$ cat config.mk
export PLATFORM = sky130hd
export DESIGN_NAME = par_frame_rx_flat
export DESIGN_NICKNAME = d
export VERILOG_FILES = /design/src/rtl/par_frame_rx_if.sv /design/src/rtl/par_frame_rx.sv /design/src/flat_wrapper.sv
export SDC_FILE = /design/constraint.sdc
export NUM_CORES = 1
export LEC_CHECK = 0
export CORE_AREA = 2 2 42 44
export CTS_CLUSTER_DIAMETER = 150
export DETAILED_ROUTE_END_ITERATION = 16
export DIE_AREA = 0 0 44 46
export GPL_TIMING_DRIVEN = 0
export MAX_ROUTING_LAYER = met4
export PLACE_DENSITY_LB_ADDON = 0.25
export SYNTH_ARGS = -nofsm -noshare
export SYNTH_HDL_FRONTEND = slang
export SYNTH_SLANG_ARGS = --single-unit
$ cat constraint.sdc
create_clock -name i_clk -period 1.6 [get_ports i_clk]
set_clock_uncertainty 0.05 [all_clocks]
set_input_delay 0.32 -clock i_clk [delete_from_list [all_inputs] [get_ports i_clk]]
set_output_delay 0.32 -clock i_clk [all_outputs]
set_load 0.01 [all_outputs]
$ cat src/rtl/par_frame_rx_if.sv
// par_frame_rx_if: serial link bundle between a bit source and the parity
// frame receiver.
//   bit_en    - bit strobe, sin is only meaningful when high
//   sin       - serial line, idles high
//   data_out  - last reassembled data word
//   valid     - one-cycle frame-complete pulse
//   par_err   - parity mismatch, coincident with valid
//   frame_err - stop bit was 0, coincident with valid
//   busy      - receiver is inside a frame
// master drives the line, slave is the receiver.
interface par_frame_rx_if #(
  parameter int N = 3
);
  logic         bit_en;
  logic         sin;
  logic [N-1:0] data_out;
  logic         valid;
  logic         par_err;
  logic         frame_err;
  logic         busy;

  modport master (
    output bit_en, sin,
    input  data_out, valid, par_err, frame_err, busy
  );

  modport slave (
    input  bit_en, sin,
    output data_out, valid, par_err, frame_err, busy
  );
endinterface

$ cat src/rtl/par_frame_rx.sv
// par_frame_rx: receives start / N data bits (LSB first) / parity / stop,
// reassembles the word and flags parity and framing errors.
//   i_clk  - system clock, rising edge
//   i_rst  - synchronous active-high reset
//   bus    - par_frame_rx_if slave: bit_en, sin in; data_out, valid,
//            par_err, frame_err, busy out
//
// state  | meaning
// -------+--------------------------------------------------
// IDLE   | line idle, waiting for a 0 start bit
// DATA   | shifting in N data bits, accumulating parity
// PARITY | comparing received parity bit with running parity
// STOP   | sampling stop bit, publishing word and error flags
module par_frame_rx #(
  parameter int N   = 3,
  parameter bit ODD = 1'b0
) (
  input  logic           i_clk,
  input  logic           i_rst,
  par_frame_rx_if.slave  bus
);

  localparam int CW = $clog2(N) + 1;

  typedef enum logic [1:0] {
    S_IDLE   = 2'd0,
    S_DATA   = 2'd1,
    S_PARITY = 2'd2,
    S_STOP   = 2'd3
  } state_t;

  state_t         r_state;
  state_t         w_state_nxt;

  logic [CW-1:0]  r_cnt;
  logic [N-1:0]   r_shift;
  logic           r_par;
  logic           r_perr;
  logic [N-1:0]   r_data_out;
  logic           r_valid;
  logic           r_par_err;
  logic           r_frame_err;

  logic           w_busy;
  logic           w_start;
  logic           w_shift;
  logic           w_cap_par;
  logic           w_stop;
  logic [N:0]     w_shift_cat;

  // State register
  always_ff @(posedge i_clk) begin
    if (i_rst) r_state <= S_IDLE;
    else       r_state <= w_state_nxt;
  end

  // Next-state logic: nothing moves without a bit strobe
  always_comb begin
    w_state_nxt = r_state;
    case (r_state)
      S_IDLE:   if (bus.bit_en && !bus.sin)                w_state_nxt = S_DATA;
      S_DATA:   if (bus.bit_en && (r_cnt == CW'(N - 1)))   w_state_nxt = S_PARITY;
      S_PARITY: if (bus.bit_en)                            w_state_nxt = S_STOP;
      S_STOP:   if (bus.bit_en)                            w_state_nxt = S_IDLE;
      default:                                             w_state_nxt = S_IDLE;
    endcase
  end

  // Output / datapath-control decode
  always_comb begin
    w_busy    = 1'b0;
    w_start   = 1'b0;
    w_shift   = 1'b0;
    w_cap_par = 1'b0;
    w_stop    = 1'b0;
    case (r_state)
      S_IDLE: begin
        w_start = bus.bit_en && !bus.sin;
      end
      S_DATA: begin
        w_busy  = 1'b1;
        w_shift = bus.bit_en;
      end
      S_PARITY: begin
        w_busy    = 1'b1;
        w_cap_par = bus.bit_en;
      end
      S_STOP: begin
        w_busy = 1'b1;
        w_stop = bus.bit_en;
      end
      default: ;
    endcase
  end

  // Right shift: new bit enters at the MSB so the first data bit ends in bit 0
  assign w_shift_cat = {bus.sin, r_shift};

  always_ff @(posedge i_clk) begin
    if (i_rst) begin
      r_cnt       <= '0;
      r_shift     <= '0;
      r_par       <= 1'b0;
      r_perr      <= 1'b0;
      r_data_out  <= '0;
      r_valid     <= 1'b0;
      r_par_err   <= 1'b0;
      r_frame_err <= 1'b0;
    end else begin
      r_valid     <= 1'b0;
      r_par_err   <= 1'b0;
      r_frame_err <= 1'b0;
      // Seeding the running parity with ODD makes a mismatch read as 1 in both senses
      if (w_start) begin
        r_cnt <= '0;
        r_par <= ODD;
      end
      if (w_shift) begin
        r_shift <= w_shift_cat[N:1];
        r_par   <= r_par ^ bus.sin;
        r_cnt   <= r_cnt + CW'(1);
      end
      if (w_cap_par) begin
        r_perr <= r_par ^ bus.sin;
      end
      if (w_stop) begin
        r_data_out  <= r_shift;
        r_valid     <= 1'b1;
        r_par_err   <= r_perr;
        r_frame_err <= ~bus.sin;
      end
    end
  end

  assign bus.data_out  = r_data_out;
  assign bus.valid     = r_valid;
  assign bus.par_err   = r_par_err;
  assign bus.frame_err = r_frame_err;
  assign bus.busy      = w_busy;

endmodule

$ cat src/flat_wrapper.sv
// flat-port wrapper written by rule: the top's interface ports become plain ports
module par_frame_rx_flat 
#(
  parameter int N   = 3,
  parameter bit ODD = 1'b0
)
  (i_clk, i_rst, bus_bit_en, bus_sin, bus_data_out, bus_valid, bus_par_err, bus_frame_err, bus_busy);
  par_frame_rx_if #(.N(N)) bus_i ();
  input  logic i_clk;
  input  logic i_rst;
  input wire logic [$bits(bus_i.bit_en)-1:0] bus_bit_en;
  input wire logic [$bits(bus_i.sin)-1:0] bus_sin;
  output wire logic [$bits(bus_i.data_out)-1:0] bus_data_out;
  output wire logic [$bits(bus_i.valid)-1:0] bus_valid;
  output wire logic [$bits(bus_i.par_err)-1:0] bus_par_err;
  output wire logic [$bits(bus_i.frame_err)-1:0] bus_frame_err;
  output wire logic [$bits(bus_i.busy)-1:0] bus_busy;
  assign bus_i.bit_en = bus_bit_en;
  assign bus_i.sin = bus_sin;
  assign bus_data_out = bus_i.data_out;
  assign bus_valid = bus_i.valid;
  assign bus_par_err = bus_i.par_err;
  assign bus_frame_err = bus_i.frame_err;
  assign bus_busy = bus_i.busy;
  par_frame_rx #(.N(N), .ODD(ODD)) u_core (.i_clk(i_clk), .i_rst(i_rst), .bus(bus_i));
endmodule
==> metrics <==
outcome=complete, no violations; layout cells sized above 1=20.83%; drt wl/cell=11.76 um; R2R Setup Slk=0.17 ns; leading area contributor after synthesis=dfxtp_1; n_diodes=0; Leak Pwr=0.3471 nW; post-synthesis simple-gate area fraction=21.57%; Hold Path Class=reg -> reg; GRT Total Usage=15.53%; crit path max fanout=2; Worst Setup Start Kind=flip-flop; DIE HEIGHT=46 um; Compound-Gate Fraction of Synth Area=17.89%; min Tclk post-route=1.532 ns; core area=1614 sq um; fin crit share=95.72%; main combinational cell family by area after synthesis=simple AND/OR/NAND/NOR gates; routed vias=578; YS warnings=0; Synth Area in XOR/XNOR=1.171%; CTS Buf Count=3; Slew HR=69.35%; initial antenna violation count=0; GPL Wtd Cong=0.6773; Final Util=57.21%; slowest stage cell, crit path=clkdlybuf4s50_1; global route total overflow=0; Final Power=1.229 mW; clk root buf=clkbuf_4; TritonCTS Sinks=16; vias in the first global route=536; Nets=108; Yosys cell types=24; Crit path max-delay family=buffers and inverters; largest net degree at the start of global routing=11; global-route wire length before repair=2187 um; DIE AREA=2024 sq um; commonest non-fill, non-tap cell in the layout=dfxtp_1; Reg clk slew, reported paths=0.09 ns; Hold-fix buffers, CTS=0; final hold violation count=0; part of the Yosys area used for sequential elements=42.81%; DR iter-0 viols=6; PortBufs=10; width of the chip=44 um; most frequent cells in the layout=dfxtp_1, a21oi_1, nand2_1; RSZ-0062 raised after global routing=false; Synth top area share=42.81%; Starting Density=46.36%; vias per std cell=5.115; Post-route DRC=0; I/O pins=11; P&R area growth vs syn=23.41%; CP required=1.23 ns; MaxCap Viol Count=0; DRT Pass-1 Iters=4; Clock Latency Late Sink=0.29 ns; critical path data arrival time=1.16 ns; Post-Syn Area=748.2 sq um; VDD IR max=0.7969 mV; Post-DRT Antenna Nets=0; Worst Path Buf+Inv=1; f_max=652.9 MHz; Total Routed Length=1329 um; post-synthesis mux area share=1.338%; cells along the critical path=clkdlybuf4s50_1; Setup crit end kind=primary output; Synth Instances=81; row count=15; worst stage delay on the critical path=0.53 ns; Fin Hold WS=0.4072 ns; Setup CP Type=reg -> out; # setup viols final=0; fin. max-slew vios=0; Worst-Margin Slew=0.4598 ns; Clock Tree Buf Depth=2; synth top area cells=dfxtp_1, ha_1, a21oi_1; synthesized flop and latch total=16; Adder-Cell Fraction of Synth Area=11.71%; placed wire-length estimate=965.1 um; CTS tree=done; # H-tree levels=1; Syn Area/Cell=9.237 sq um; Mapped Nets=92; PwrDens=1331 nW/um^2
## synth_stat cells
cell type and count:
and2_4 1, a21oi_1 11, clkbuf_1 1, nor2_1 7
ha_1 7, and2_1 1, buf_4 1, nand2_1 10
o2bb2ai_4 1, nand3b_1 2, a21boi_2 1, nand2_2 1
mux2i_1 1, dfxtp_1 16, o21ai_2 1, nor2b_1 1
xnor2_1 1, nor3_2 2, nor3_1 3, inv_1 4
nand3_1 4, o21ai_1 2, a211oi_2 1, a311oi_1 1
## metrics by stage
step | std cells | setup WS (ns) | setup TNS, ns | instance area [sq um]
after floorplan | 81 | 0.2405 | 0 | 748.2
after CTS | 113 | 0.02672 | 0 | 917.1
after global placement | 108 | -0.09860 | -0.3439 | 869.6
after global routing | 113 | 0.03238 | 0 | 923.4
final | 113 | 0.06846 | 0 | 923.4
after detailed placement | 108 | -0.08595 | -0.4507 | 869.6
## report_power, final
group / total (mW) / switching [mW] / internal (mW)
registers: 0.476 / 0.0331 / 0.443
logic: 0.482 / 0.267 / 0.215
clock network: 0.271 / 0.132 / 0.139
total: 1.23 / 0.433 / 0.797
## sequential cells by signal, summed over array words and instances, names as in the netlist
signal                cells
u_core.bus.data_out       3
u_core.r_cnt              3
u_core.r_shift            3
u_core.r_state            2
u_core.bus.frame_err      1
u_core.bus.par_err        1
u_core.bus.valid          1
u_core.r_par              1
u_core.r_perr             1
## per-layer routing
metal	wire (um)	global-route usage, %	part of all wire, %	vias to the layer above
met3	47	3.571	3.5	5
li1	-	-	-	305
met5	0	-	0	-
met4	35	9.091	2.6	0
met1	629	17.11	47	256
met2	617	25.59	46	12
## layout make-up
type | instances | area, sq um
tap | 17 | 21.27
fill | 155 | 690.7
buffer | 2 | 11.26
multi-input combinational | 59 | 414.1
timing repair buffer | 11 | 102.6
clock buffer | 4 | 36.28
sequential | 16 | 322.8
inverter | 4 | 15.01
## cell families (layout without fill, tap and decap cells)
| kind of cell | count (synthesis) | in the layout |
|---|---|---|
| flip-flops | 16 | 16 |
| AO/OA/AOI/OAI | 18 | 18 |
| multiplexers | 1 | 1 |
| adder cells (fa/ha/maj) | 7 | 7 |
| buffers and inverters | 6 | 21 |
| XOR/XNOR | 1 | 1 |
| AND/OR/NAND/NOR | 32 | 32 |
## final timing paths
check | from | endpoint | depth (start not counted)
worst min-delay path | u_core.bus.data_out[0] | u_core.bus.data_out[0] | 2
worst min register to register | u_core.bus.data_out[0] | u_core.bus.data_out[0] | 2
worst max register to register | u_core.r_state[0] | u_core.r_state[1] | 6
worst max-delay path | u_core.bus.data_out[1] | bus_data_out[1] | 1
## what timing repair did
action / in CTS / in global routing
setup buffers: 1 / 0
gates cloned: 0 / 0
setup endpoints to repair: 1 / 1
hold endpoints to repair: 0 / 0
resized for setup: 6 / 3
(Power assumes the default switching activity.)
